**src/rtl/apb_pkg.sv**
```systemverilog
// Shared APB definitions for the 4-bit-address / 8-bit-data requester and responder.
package apb_pkg;

  localparam int APB_ADDR_W = 4;
  localparam int APB_DATA_W = 8;

  typedef enum logic [1:0] {
    IDLE   = 2'd0,
    SETUP  = 2'd1,
    ACCESS = 2'd2
  } apb_state_e;

endpackage : apb_pkg

```
**src/rtl/apb_m_wait_timer.sv**
```systemverilog
// ACCESS-phase wait counter with expiry flag for the APB requester.
// Instantiated by apb_m only when APB_M_TIMEOUT_EN is defined.
module apb_m_wait_timer #(
  parameter int TIMEOUT = 16
) (
  input  logic pclk,
  input  logic preset,
  input  logic clear,
  input  logic tick,
  output logic expired
);

  localparam int CNT_W = (TIMEOUT > 1) ? $clog2(TIMEOUT) : 1;

  logic [CNT_W-1:0] cnt;

  // Count stalled ACCESS cycles; saturate at the expiry value.
  always_ff @(posedge pclk or posedge preset) begin
    if (preset) begin
      cnt <= '0;
    end else if (clear) begin
      cnt <= '0;
    end else if (tick && !expired) begin
      cnt <= cnt + 1'b1;
    end
  end

  assign expired = (cnt == CNT_W'(TIMEOUT - 1));

endmodule : apb_m_wait_timer

```
**src/rtl/apb_m.sv**
```systemverilog
// APB requester: valid/ready command port in, SETUP -> ACCESS sequencing out,
// one-cycle response strobe back. One outstanding transfer at a time.
// Optional ACCESS-phase timeout abort: define APB_M_TIMEOUT_EN.
module apb_m
  import apb_pkg::*;
#(
  parameter int ADDR_W  = APB_ADDR_W,
  parameter int DATA_W  = APB_DATA_W,
  parameter int TIMEOUT = 16
) (
  input  logic              pclk,
  input  logic              preset,
  input  logic              cmd_valid,
  output logic              cmd_ready,
  input  logic              cmd_write,
  input  logic [ADDR_W-1:0] cmd_addr,
  input  logic [DATA_W-1:0] cmd_wdata,
  output logic              psel,
  output logic              penable,
  output logic              pwrite,
  output logic [ADDR_W-1:0] paddr,
  output logic [DATA_W-1:0] pwdata,
  input  logic              pready,
  input  logic [DATA_W-1:0] prdata,
  output logic              rsp_valid,
  output logic [DATA_W-1:0] rsp_rdata,
  output logic              rsp_err
);

  apb_state_e        state_q, state_d;
  logic              psel_d, penable_d, pwrite_d, rsp_valid_d, rsp_err_d;
  logic [ADDR_W-1:0] paddr_d;
  logic [DATA_W-1:0] pwdata_d, rsp_rdata_d;
  logic              timeout_hit;

`ifdef APB_M_TIMEOUT_EN
  logic wait_expired;

  apb_m_wait_timer #(
    .TIMEOUT (TIMEOUT)
  ) u_wait_timer (
    .pclk    (pclk),
    .preset  (preset),
    .clear   (state_q != ACCESS),
    .tick    (state_q == ACCESS && !pready),
    .expired (wait_expired)
  );

  assign timeout_hit = (state_q == ACCESS) && !pready && wait_expired;
`else
  logic unused_timeout;

  assign timeout_hit    = 1'b0;
  assign unused_timeout = (TIMEOUT != 0);
`endif

  // A new command may enter from IDLE or on the completing ACCESS cycle.
  assign cmd_ready = (state_q == IDLE) || (state_q == ACCESS && pready);

  // Next-state and next-output decode for the registered APB/response outputs.
  always_comb begin
    // NOTE: every target gets a default first so no path leaves it unassigned (no latches).
    state_d     = state_q;
    psel_d      = psel;
    penable_d   = penable;
    pwrite_d    = pwrite;
    paddr_d     = paddr;
    pwdata_d    = pwdata;
    rsp_valid_d = 1'b0;
    rsp_rdata_d = rsp_rdata;
    rsp_err_d   = 1'b0;

    case (state_q)
      IDLE: begin
        if (cmd_valid) begin
          state_d   = SETUP;
          psel_d    = 1'b1;
          penable_d = 1'b0;
          pwrite_d  = cmd_write;
          paddr_d   = cmd_addr;
          pwdata_d  = cmd_wdata;
        end
      end
      SETUP: begin
        state_d   = ACCESS;
        penable_d = 1'b1;
      end
      ACCESS: begin
        if (pready) begin
          rsp_valid_d = 1'b1;
          rsp_rdata_d = pwrite ? '0 : prdata;
          if (cmd_valid) begin
            state_d   = SETUP;
            penable_d = 1'b0;
            pwrite_d  = cmd_write;
            paddr_d   = cmd_addr;
            pwdata_d  = cmd_wdata;
          end else begin
            state_d   = IDLE;
            psel_d    = 1'b0;
            penable_d = 1'b0;
          end
        end else if (timeout_hit) begin
          state_d     = IDLE;
          psel_d      = 1'b0;
          penable_d   = 1'b0;
          rsp_valid_d = 1'b1;
          rsp_rdata_d = '0;
          rsp_err_d   = 1'b1;
        end
      end
      default: begin
        state_d   = IDLE;
        psel_d    = 1'b0;
        penable_d = 1'b0;
      end
    endcase
  end

  // State and output registers; reset clears everything immediately.
  always_ff @(posedge pclk or posedge preset) begin
    // NOTE: sequential state uses non-blocking assignments so all flops update together.
    if (preset) begin
      state_q   <= IDLE;
      psel      <= 1'b0;
      penable   <= 1'b0;
      pwrite    <= 1'b0;
      paddr     <= '0;
      pwdata    <= '0;
      rsp_valid <= 1'b0;
      rsp_rdata <= '0;
      rsp_err   <= 1'b0;
    end else begin
      state_q   <= state_d;
      psel      <= psel_d;
      penable   <= penable_d;
      pwrite    <= pwrite_d;
      paddr     <= paddr_d;
      pwdata    <= pwdata_d;
      rsp_valid <= rsp_valid_d;
      rsp_rdata <= rsp_rdata_d;
      rsp_err   <= rsp_err_d;
    end
  end

endmodule : apb_m

```
**config.mk**
```make
export PLATFORM = sky130hd
export DESIGN_NAME = apb_m
export DESIGN_NICKNAME = d
export VERILOG_FILES = /design/src/rtl/apb_pkg.sv /design/src/rtl/apb_m_wait_timer.sv /design/src/rtl/apb_m.sv
export SDC_FILE = /design/constraint.sdc
export NUM_CORES = 1
export LEC_CHECK = 0
export CAP_MARGIN = 20
export CORE_ASPECT_RATIO = 1.2
export CORE_MARGIN = 2
export CORE_UTILIZATION = 30
export CTS_BUF_LIST = sky130_fd_sc_hd__clkbuf_8 sky130_fd_sc_hd__clkbuf_16
export DETAILED_ROUTE_END_ITERATION = 8
export GPL_TIMING_DRIVEN = 0
export PLACE_DENSITY_LB_ADDON = 0.3
export SYNTH_ARGS = -nofsm -noshare
export SYNTH_HDL_FRONTEND = slang
export SYNTH_SLANG_ARGS = --single-unit
```
**constraint.sdc**
```tcl
create_clock -name pclk -period 1.59 [get_ports pclk]
set_input_delay 0.159 -clock pclk [delete_from_list [all_inputs] [get_ports pclk]]
set_output_delay 0.159 -clock pclk [all_outputs]
set_load 0.02 [all_outputs]
```
==> results of run 1 <==
## per-stage QoR
step	cell area [um^2]	setup TNS (ns)	hold WS (ns)	total power (W)
after CTS	1630	0	0.460	0.00236
after global routing	1640	0	0.479	0.00247
after global placement	1580	-1.79	0.467	0.00197
after detailed placement	1580	-1.79	0.473	0.00199
after floorplan	1050	0	0.186	0.00148
final	1640	0	0.416	0.00233
## layout make-up
class | count | share of cell area, %
clock buffer | 3 | 2.52
clock inverter | 1 | 0.229
multi-input combinational | 47 | 22.9
inverter | 4 | 0.917
sequential | 25 | 38.3
timing repair buffer | 50 | 30.4
buffer | 3 | 1.99
tap | 37 | 2.83
## cell families (layout without fill, tap and decap cells)
| family | Yosys count | in the layout | share of synthesized area, % |
|---|---|---|---|
| AO/OA/AOI/OAI | 12 | 12 | 5.97 |
| buffers and inverters | 7 | 61 | 4.54 |
| flip-flops | 25 | 25 | 59.7 |
| multiplexers | 13 | 13 | 17.2 |
| other | 1 | 1 | 0.358 |
| AND/OR/NAND/NOR | 21 | 21 | 12.2 |
## flip-flops by register name, summed over array words and instances (netlist names)
| register | count |
|---|---|
| paddr | 4 |
| psel | 1 |
| pwdata | 8 |
| pwrite | 1 |
| rsp_rdata | 8 |
| rsp_valid | 1 |
| state_q | 2 |
## cells in the final DEF (no fill, tap or decap), drive strengths merged
| cell type | instances |
|---|---|
| dfrtp | 25 |
| clkbuf | 3 |
| buf | 4 |
| conb | 1 |
| nor2b | 1 |
| o21ai | 10 |
| dlygate4sd2 | 1 |
| nor3b | 1 |
| inv | 5 |
| nand3b | 1 |
| nor2 | 1 |
| nand2 | 9 |
| a21oi | 1 |
| mux2 | 13 |
| o211ai | 1 |
| nand2b | 8 |
| clkdlybuf4s50 | 48 |
## cells in the mapped netlist
cell type,instances,area (um^2)
dfrtp_1,25,626
o21ai_0,10,50.1
mux2_4,9,135
nand2_1,9,33.8
nand2b_1,8,50.1
inv_1,4,15.0
mux2_2,4,45.0
a21oi_1,1,5.00
buf_12,1,20.0
buf_2,1,5.00
buf_4,1,7.51
conb_1,1,3.75
nand3b_1,1,7.51
nor2_1,1,3.75
nor2b_4,1,13.8
nor3b_4,1,18.8
o211ai_1,1,7.51
## layer usage
| layer | vias up | share of wire (%) | GRT usage, % |
|---|---|---|---|
| li1 | 363 | - | - |
| met1 | 376 | 43 | 15.4 |
| met2 | 31 | 50 | 19.2 |
| met3 | 2 | 6.2 | 2.05 |
| met4 | 0 | 0.76 | 4.36 |
| met5 | - | 0 | 0 |
## timing repair
action / CTS / global route
setup buffers: 0 / 1
endpoints found under the setup margin: 1 / 3
hold buffers: 0 / 0
pin swaps: 0 / 1
endpoints found under the hold margin: 0 / 0
gates resized for setup: 1 / 1
## path summary, 6_finish.rpt
| kind | to | cells after the start |
|---|---|---|
| min reg2reg | rsp_rdata[0] | 2 |
| min | rsp_rdata[0] | 2 |
| max | pwrite | 1 |
| max in group asynchronous | pwrite | 2 |
| min in group pclk | rsp_rdata[0] | 3 |
| max reg2reg | pwdata[6] | 4 |
## power breakdown
| part | internal, W | total, W | switching (W) | leakage [nW] |
|---|---|---|---|---|
| clock | 0.000172 | 0.000356 | 0.000184 | 0.0269 |
| combinational | 0.000567 | 0.00103 | 0.000462 | 0.386 |
| sequential | 0.000827 | 0.000947 | 0.000120 | 0.305 |
==> results by group, run 1 <==
Clocking
  • Max H-tree Level: 1
  • CTS sink count: 25
  • Max clock buf depth: 2
  • Worst skew pair latency: 0.26 ns
  • Root Buffer: clkbuf_8
  • Worst-path clk slew: 0.08 ns
  • CTS tree: done
  • CTS buffer count: 3

Drt
  • DR iter-0 viols: 20
  • WL final: 2250 um
  • DRC Markers: 0
  • DRT Pass-1 Iters: 2
  • Routed vias: 772
  • DR vias/cell: 4.54
  • Routed WL per cell: 13.2 um
  • Final ANT Viol Nets: 0

Layout
  • N_diodes: 0
  • Final core area utilization: 49.0%
  • FF/Latch Area: 627 um^2
  • Layout Cells excl Fill: 170
  • FILL cells: 321
  • Area Growth Syn to Fin: 56.3%
  • Layout cells sized above 1: 17.3%
  • Area of the multi-input gates: 374 um^2
  • Net count, final: 159

Critical path
  • Highest-delay cell along the critical path: clkdlybuf4s50_1
  • Worst EP arrival: 1.33 ns
  • CP Launch Type: flip-flop
  • Endpoint type of the worst setup path: output port
  • Slowest cell delay on critical path: 0.63 ns
  • Critical path class: flip-flop to output port
  • CP Buf/Inv Count: 1
  • CP startpoint: pwrite
  • Cell Chain, Critical Path: clkdlybuf4s50_1
  • Reg2reg setup slack: 0.15 ns
  • Worst EP required: 1.43 ns
  • Worst path top cell family by delay: buffers and inverters
  • CP max FO: 10
  • RR Startpoint: state_q[1]

Yosys
  • Syn Nets: 104
  • Yosys cell types: 17
  • Yosys warns: 0
  • Synthesized flop and latch total: 25
  • Cell Area, Synth: 1050 um^2
  • Mapped Cells: 79
  • Sequential element share of the synthesized area: 59.7%
  • Syn Area/Cell: 13.3 um^2

Placement
  • Buffers on Ports: 49
  • Place WS: -0.179 ns
  • HPWL Detailed: 1670 um
  • Dpl cells: 165
  • Placer Congestion: 0.809

STA
  • Post-route clock period utilization: 93.7%
  • Tmin final: 1.49 ns
  • Finish-stage setup viols: 0
  • RSZ-0062 raised after global routing: no
  • Peak Freq: 672 MHz
  • Final WS setup: 0.101 ns
  • Clk_skew: 0.00186 ns
  • Hold Violations, Final: 0
  • Rel. slew slack: 36.8%
  • Slew Limit Fails: 0
  • Slew @ Worst Pin: 0.948 ns

Floorplanning
  • Num rows: 23
  • Initial core utilization: 31.4%
  • Die X: 57.9 um
  • Die Y: 68.7 um
  • Core Area: 3340 um^2
  • Die ar.: 3980 um^2
  • # IOs: 51

Power
  • VDD IR max: 0.745 mV
  • LEAKAGE: 0.717 nW
  • Power per cell area: 1430 nW/um^2

Outcome
  • Status: finished clean

Global routing
  • Gr ovfl total: 0
  • First-pass GRT wire length: 3570 um
  • Vias in the first global route: 776
  • Largest net degree at the start of global routing: 26
  • All-Layer GR Usage: 11.7%
  • Initial antenna violation count: 0

Hold path
  • HP Class: input pin to asynchronous set/reset pin

Flow run
  • Max_cap viols: 0
Note: power is estimated with default switching activity, not from simulation.
==> inputs of run 2 (changes only) <==
--- a/config.mk
+++ b/config.mk
@@ -11,6 +11,7 @@
 export CORE_UTILIZATION = 30
 export CTS_BUF_LIST = sky130_fd_sc_hd__clkbuf_8 sky130_fd_sc_hd__clkbuf_16
 export DETAILED_ROUTE_END_ITERATION = 8
+export GPL_ROUTABILITY_DRIVEN = 1
 export GPL_TIMING_DRIVEN = 0
 export PLACE_DENSITY_LB_ADDON = 0.3
 export SYNTH_ARGS = -nofsm -noshare
==> results of run 2 <==
The final DEF is identical to that of run 1; final timing and power are the same.
==> inputs of run 3 (changes only) <==
--- a/config.mk
+++ b/config.mk
@@ -5,6 +5,7 @@
 export SDC_FILE = /design/constraint.sdc
 export NUM_CORES = 1
 export LEC_CHECK = 0
+export ABC_CLOCK_PERIOD_IN_PS = 1590
 export CAP_MARGIN = 20
 export CORE_ASPECT_RATIO = 1.2
 export CORE_MARGIN = 2
@@ -16,4 +17,5 @@
 export PLACE_DENSITY_LB_ADDON = 0.3
 export SYNTH_ARGS = -nofsm -noshare
 export SYNTH_HDL_FRONTEND = slang
+export SYNTH_HIERARCHICAL = 1
 export SYNTH_SLANG_ARGS = --single-unit
==> results of run 3 <==
The final DEF is identical to that of run 1; final timing and power are the same.
Among the figures that moved: Yosys warning count 0 -> 6
